$ cat config.mk
export PLATFORM = sky130hd
export DESIGN_NAME = uart_tx_framer
export DESIGN_NICKNAME = d
export VERILOG_FILES = /design/src/rtl/uart_tx_framer.sv
export SDC_FILE = /design/constraint.sdc
export NUM_CORES = 1
export LEC_CHECK = 0
export ABC_AREA = 1
export ABC_CLOCK_PERIOD_IN_PS = 1600
export CAP_MARGIN = 20
export CELL_PAD_IN_SITES_DETAIL_PLACEMENT = 1
export CELL_PAD_IN_SITES_GLOBAL_PLACEMENT = 2
export CORE_MARGIN = 2
export CORE_UTILIZATION = 26
export CTS_CLUSTER_DIAMETER = 60
export DETAILED_ROUTE_END_ITERATION = 10
export PLACE_DENSITY_LB_ADDON = 0.1
export SYNTH_ARGS = -nofsm -noshare
export SYNTH_HDL_FRONTEND = slang
export SYNTH_SLANG_ARGS = --single-unit
export TNS_END_PERCENT = 10
$ cat constraint.sdc
create_clock -name clk -period 1.6 [get_ports clk]
set_clock_uncertainty 0.15 [all_clocks]
set_input_delay 0.48 -clock clk [delete_from_list [all_inputs] [get_ports clk]]
set_output_delay 0.48 -clock clk [all_outputs]
set_load 0.01 [all_outputs]
$ cat src/rtl/uart_tx_framer.sv
// UART transmit framer: accepts a word over valid/ready and shifts it out as
// start bit, LSB-first data, optional parity bit and one stop bit.
module uart_tx_framer #(
    parameter int WORD_LENGTH  = 8,
    parameter int CLKS_PER_BIT = 16,
    parameter int PARITY_EN    = 0,
    parameter int PARITY_ODD   = 0
) (
    input  logic                   clk,
    input  logic                   reset,
    input  logic                   tx_valid,
    input  logic [WORD_LENGTH-1:0] tx_data,
    output logic                   tx_ready,
    output logic                   serial_out,
    output logic                   busy,
    output logic                   tx_done
);

    localparam int CNT_W = (CLKS_PER_BIT > 1) ? $clog2(CLKS_PER_BIT) : 1;
    localparam int BIT_W = (WORD_LENGTH > 1) ? $clog2(WORD_LENGTH) : 1;

    localparam logic [CNT_W-1:0] CNT_LAST = CNT_W'(CLKS_PER_BIT - 1);
    localparam logic [CNT_W-1:0] CNT_DONE = CNT_W'(CLKS_PER_BIT - 2);
    localparam logic [BIT_W-1:0] BIT_LAST = BIT_W'(WORD_LENGTH - 1);
    localparam logic             ODD_SENSE = (PARITY_ODD != 0);
    localparam logic             HAS_PARITY = (PARITY_EN != 0);

    typedef enum logic [2:0] {
        IDLE,
        START,
        DATA,
        PARITY,
        STOP
    } state_t;

    state_t                 state_q, state_d;
    logic [CNT_W-1:0]       cnt_q, cnt_d;
    logic [BIT_W-1:0]       bit_q, bit_d;
    logic [WORD_LENGTH-1:0] data_q, data_d;
    logic                   par_q, par_d;
    logic                   ser_q, ser_d;
    logic                   rdy_q, rdy_d;
    logic                   busy_q, busy_d;
    logic                   done_q, done_d;
    logic                   bit_end;

    assign bit_end = (cnt_q == CNT_LAST);

    always_ff @(posedge clk) begin
        if (!reset) begin
            state_q <= IDLE;
            cnt_q   <= '0;
            bit_q   <= '0;
            data_q  <= '0;
            par_q   <= 1'b0;
            ser_q   <= 1'b1;
            rdy_q   <= 1'b1;
            busy_q  <= 1'b0;
            done_q  <= 1'b0;
        end else begin
            state_q <= state_d;
            cnt_q   <= cnt_d;
            bit_q   <= bit_d;
            data_q  <= data_d;
            par_q   <= par_d;
            ser_q   <= ser_d;
            rdy_q   <= rdy_d;
            busy_q  <= busy_d;
            done_q  <= done_d;
        end
    end

    // Outputs are computed one cycle ahead so every line level is registered.
    always_comb begin
        state_d = state_q;
        cnt_d   = cnt_q;
        bit_d   = bit_q;
        data_d  = data_q;
        par_d   = par_q;
        ser_d   = ser_q;
        rdy_d   = rdy_q;
        busy_d  = busy_q;
        done_d  = 1'b0;

        if (state_q != IDLE) begin
            cnt_d = bit_end ? '0 : cnt_q + CNT_W'(1);
        end

        case (state_q)
            IDLE: begin
                ser_d  = 1'b1;
                rdy_d  = 1'b1;
                busy_d = 1'b0;
                if (tx_valid) begin
                    data_d  = tx_data;
                    // Parity is captured up front because data_q is consumed by shifting.
                    par_d   = (^tx_data) ^ ODD_SENSE;
                    state_d = START;
                    cnt_d   = '0;
                    bit_d   = '0;
                    ser_d   = 1'b0;
                    rdy_d   = 1'b0;
                    busy_d  = 1'b1;
                end
            end

            START: begin
                if (bit_end) begin
                    state_d = DATA;
                    ser_d   = data_q[0];
                end
            end

            DATA: begin
                if (bit_end) begin
                    data_d = data_q >> 1;
                    if (bit_q == BIT_LAST) begin
                        bit_d = '0;
                        if (HAS_PARITY) begin
                            state_d = PARITY;
                            ser_d   = par_q;
                        end else begin
                            state_d = STOP;
                            ser_d   = 1'b1;
                        end
                    end else begin
                        bit_d = bit_q + BIT_W'(1);
                        ser_d = data_q[1];
                    end
                end
            end

            PARITY: begin
                if (bit_end) begin
                    state_d = STOP;
                    ser_d   = 1'b1;
                end
            end

            STOP: begin
                // Registered pulse lands on the final cycle of the stop bit.
                if (cnt_q == CNT_DONE) begin
                    done_d = 1'b1;
                end
                if (bit_end) begin
                    state_d = IDLE;
                    ser_d   = 1'b1;
                    rdy_d   = 1'b1;
                    busy_d  = 1'b0;
                end
            end

            default: begin
                state_d = IDLE;
                cnt_d   = '0;
                bit_d   = '0;
                ser_d   = 1'b1;
                rdy_d   = 1'b1;
                busy_d  = 1'b0;
            end
        endcase
    end

    assign serial_out = ser_q;
    assign tx_ready   = rdy_q;
    assign busy       = busy_q;
    assign tx_done    = done_q;

endmodule

; Yosys cells after proc, flatten, opt, wreduce, memory -nomap -nowiden
; Index checks and enable logic that the tools add are counted.
[op_classes]
addsub = 2
muxes = 29
n_eq_ne = 14
n_reduce_logical = 13
n_bitwise = 2
[ops]
columns = cell, n
row1 = 3-bit 2-to-1 mux, 9
row2 = 8-bit 2-to-1 mux, 2
row3 = 8-bit one-hot mux with 2 select lines, 1
row4 = 3-bit one-hot mux with 5 select lines, 1
row5 = 4-bit 2-to-1 mux, 3
row6 = 2-bit != test (second input constant), 6
row7 = 3-bit one-hot mux with 3 select lines, 1
row8 = 3-bit AND reduction, 3
row9 = 4-bit equality test (second input constant), 2
row10 = 1-bit 2-to-1 mux, 8
row11 = 4-bit one-hot mux with 2 select lines, 1
row12 = 3-bit by 2-bit equality test with 1-bit output (second input constant), 2
row13 = 3-bit equality test (second input constant), 2
row14 = 1-bit one-hot mux with 3 select lines, 2
row15 = 6-bit AND reduction, 1
row16 = 3-bit OR reduction, 2
row17 = 4-bit by 1-bit adder with 4-bit output (second input constant), 1
row18 = 1-bit one-hot mux with 4 select lines, 1
row19 = 2-bit AND reduction, 2
row20 = 4-bit OR reduction, 1
row21 = 3-bit by 1-bit adder with 3-bit output (second input constant), 1
row22 = 3-bit by 1-bit equality test with 1-bit output (second input constant), 1
row23 = 3-bit logical NOT, 1
row24 = 3-bit nonzero test, 1
row25 = other kinds (4), 5
[totals]
out_inout_bits = 4
wordCells = 68
ff_bits = 22

; Logic depth before layout (Yosys ltp)
[depth]
depth_word = 5
depth_mapped = 10
depth_no_buf = 9

; Worst setup path before layout
; OpenSTA, ideal clock, no wires.
[synth_timing]
path_kind = register -> register
start = register bit_q[0]
end = register ser_q, in the netlist serial_out
setup_time_ps = 131
required_time_ps = 1319
stages_incl_launch_ff = 8
arrival_ps = 1185
slack_ps = 134
path_buffers = 0
cell_sequence = dfxtp_1 ha_1 ha_1 or2_2 nand2_1 nand4_1 nand2_1 nand3_1
[synth_between]
elab_chain_len = 4
[synth_lines]
columns = element, line_no
row1 = start: declaration, 38  ; logic [BIT_W-1:0] bit_q, bit_d;
row2 = start signal: assignment, 63  ; bit_q <= bit_d;
row3 = 3-bit equality test, 117  ; if (bit_q == BIT_LAST) begin
row4 = 1-bit 2-to-1 mux, 117
row5 = 1-bit 2-to-1 mux, 115  ; if (bit_end) begin
row6 = 1-bit one-hot mux with 4 select lines, 89  ; case (state_q)
row7 = end signal: assignment, 66  ; ser_q <= ser_d;
row8 = end: declaration, 41  ; logic ser_q, ser_d;
; No other way between the ends. The select of a mux whose other input is x is not followed.
; A chain may end at the register's enable or synchronous reset.

; Final worst setup path
[layout_timing]
start = input port tx_valid
end = register data_q[4]
[layout_between]
elab_chain_len = 2
[layout_lines]
columns = element, line_no
row1 = start: declaration, 11  ; input logic tx_valid,
row2 = 2-bit != test (no line), -
row3 = 3-bit AND reduction (no line), -
row4 = end signal: assignment, 64  ; data_q <= data_d;
row5 = end: declaration, 39  ; logic [WORD_LENGTH-1:0] data_q, data_d;
; No other way between the ends.

==> metrics.md <==
| Metric | Value |
|---|---|
| # clock sinks | 22 |
| # port buffers | 14 |
| First-pass iteration count of the detailed router | 4 |
| Combinational family with the most area after synthesis | simple AND/OR/NAND/NOR gates |
| First-pass GRT wire length | 5750 um |
| Total Wirelength | 3210 um |
| Largest net degree at the start of global routing | 16 |
| WL/cell | 12.8 um |
| Status | finished clean |
| Critical path class | primary input to flip-flop |
| Initial Utilization | 27.6% |
| Switching power | 1020 uW |
| Final instance area | 1530 um2 |
| Switching Share | 42.1% |
| Comb pwr share | 50.3% |
| Final worst-path cycle share | 97.1% |
| Int Power | 1390 uW |
| Inst Count DP | 246 |
| # rows | 23 |
| Critical Path Start Type | primary input |
| Flops & latches, synth | 22 |
| Routed Antenna Nets | 0 |
| Post-synthesis net count | 184 |
| Register share of total power | 35.0% |
| RSZ-0062 raised after global routing | yes |
| Pins Over Slew Limit | 0 |
| Max incr delay on CP | 0.40 ns |
| Hold Slack | 0.318 ns |
| Critical Path Fanout Max | 4 |
| Gpl congestion | 0.728 |
| Data required time of the worst path | 1.61 ns |
| DRC | 0 |
| # diodes | 0 |
| Hold path startpoint | data_q[7] |
| Worst r2r src | bit_q[0] |
| Post-synthesis simple-gate area fraction | 39.4% |
| DR vias | 1189 |
| Root Buffer | clkbuf_8 |
| Final setup viols | 0 |
| I/O pin cnt | 15 |
| Cts bufs inserted | 3 |
| Sequential area share after synthesis | 39.1% |
| Clock power frac | 14.7% |
| Initial antenna violation count | 0 |
| Worst R2R Setup Slack | 0.07 ns |
| Max Clk Rate | 0.643 GHz |
| Worst-skew pair later-pin latency | 0.26 ns |
| Rel. slew slack | 84.1% |
| Clock-pin slew on the worst setup and hold paths | 0.08 ns |
| Global Route Usage Sum | 14.6% |
| CTS H-tree lvls | 1 |
| Number of global-route vias before repair | 1276 |
| DP Area | 1430 um2 |
| Die X | 69.8 um |
| Post-detail-place hpwl | 2510 um |
| TritonCTS clock tree | yes |
| Area of the core | 4090 um2 |
| Max cap viols | 0 |
| CP endpoint kind | flip-flop |
| Hold Fails Final Rpt | 0 |
| Synth Area in Adders | 4.44% |
| Post-synthesis mux area share | 0% |
| Post-Synth XOR/XNOR Area | 0.778% |
| Final setup TNS | 0 ns |
| Post-synthesis cell type count | 24 |
| Worst ir drop on vdd | 0.527 mV |
| Synth-to-Final Area Change | 35.4% |
| Final nets | 217 |
| Minimum clock period | 1.55 ns |
| Power per cell area | 1580 nW/um2 |
| Post-Synthesis Cells | 169 |
| Synth Area in Compound Gates | 8.44% |
| Synth Area per Inst | 6.66 um2 |
| Clk buf depth | 2 |
| Slowest-stage cell, CP | clkdlybuf4s50_1 |
| Layout Cells excl Fill | 250 |
| Worst slew pin tran | 0.238 ns |
| Area of the mapped netlist | 1130 um2 |
| CP startpoint | tx_valid |
| Die Span Y | 69.8 um |
| Warning count from the yosys run | 0 |
| DIE AREA | 4870 um2 |
| Crit path DAT | 1.56 ns |
| Hold Path Class | flip-flop to flip-flop |
| Fill cells | 538 |
| Vias/cell | 4.76 |
| Total global routing overflow | 0 |
| Crit path cell chain | clkdlybuf4s50_1 > inv_1 > nor2_2 > inv_2 > nand2_2 > buf_4 > o21ai_0 > nor2_1 |
| Ratio of cells with drive above 1 in the final layout | 24.5% |
| Leakage | 0.000698 uW |
| DRT iter0 DRCs | 35 |
==> power by group through the flow <==
stage | clock network (uW) | logic [uW] | registers [uW]
2_1_floorplan | 0 | 731 | 822
3_3_place_gp | 0 | 1120 | 828
3_5_place_dp | 0 | 1160 | 839
4_1_cts | 378 | 1150 | 827
5_1_grt | 393 | 1390 | 870
6_report | 355 | 1210 | 843
==> metrics by stage <==
step	worst slack, ns	power (uW)	utilization (%)
final	0.0458	2410	37.3
after global routing	-0.0240	2650	37.3
after CTS	0.00204	2350	36.0
after detailed placement	-0.343	1990	35.0
after global placement	-0.283	1950	35.0
after floorplan	0.134	1550	-
==> logic make-up after synthesis <==
| kind of cell | count (synthesis) |
|---|---|
| XOR/XNOR | 1 |
| flip-flops | 22 |
| AO/OA/AOI/OAI | 18 |
| AND/OR/NAND/NOR | 104 |
| buffers and inverters | 20 |
| adder cells (fa/ha/maj) | 4 |
==> critical path: cells and delay by family <==
kind            cells  cell delay [ns]
simple gates        3             0.19
buf+inv             4             0.74
compound gates      1             0.15
==> synthesized netlist by cell type, drive strengths merged <==
library cell  count  area [um2]
a21oi             7        35.0
a31oi             1        6.26
inv              16        60.1
or2               1        6.26
ha                4        50.1
nand2            56         223
nand3            10        50.1
clkbuf            1        3.75
dfxtp            22         440
o211ai            1        7.51
o21ai             8        40.0
nor2             29         116
nand4             5        31.3
buf               3        23.8
nor3              1        5.00
o22ai             1        6.26
xor2              1        8.76
and2              2        12.5
==> sequential cells by signal, summed over array words and instances, names as in the netlist <==
signal,cells
cnt_q,4
tx_ready,1
busy,1
bit_q,3
tx_done,1
data_q,8
state_q,3
serial_out,1
==> layout make-up <==
class / count / area (um2) / area share [%]
clock buffer: 3 / 41.3 / 2.71
inverter: 16 / 60.1 / 3.94
multi-input combinational: 127 / 647 / 42.4
sequential: 22 / 444 / 29.1
tap: 50 / 62.6 / 4.10
timing repair buffer: 32 / 270 / 17.7
==> placed cells by master, fill, tap and decap left out, drive strengths merged <==
cell,instances
a21oi,7
a31oi,1
and2,2
buf,18
clkbuf,3
clkdlybuf4s50,10
dfxtp,22
dlygate4sd2,4
ha,4
inv,16
nand2,56
nand3,10
nand4,5
nor2,29
nor3,1
o211ai,1
o21ai,8
o22ai,1
or2,1
xor2,1
==> what timing repair did <==
action | 4_1_cts | 5_1_grt
endpoints found under the setup margin | 10 | 19
pin swaps | 0 | 2
setup buffers | 0 | 1
gates resized for setup | 6 | 19
hold buffers | 0 | 0
==> worst paths after layout <==
check	end	cells past startpoint
setup / recovery	data_q[4]	8
hold / removal	data_q[7]	2
setup reg to reg	serial_out	7
hold reg to reg	data_q[7]	2
==> layer usage <==
metal	vias to the layer above	global-route usage, %	part of all wire (%)
met3	4	3.49	2.9
li1	599	-	-
met4	0	2.56	0.72
met2	14	24.9	47
met5	-	0	0
met1	572	18.8	49
Power figures use the tool's default switching activity.
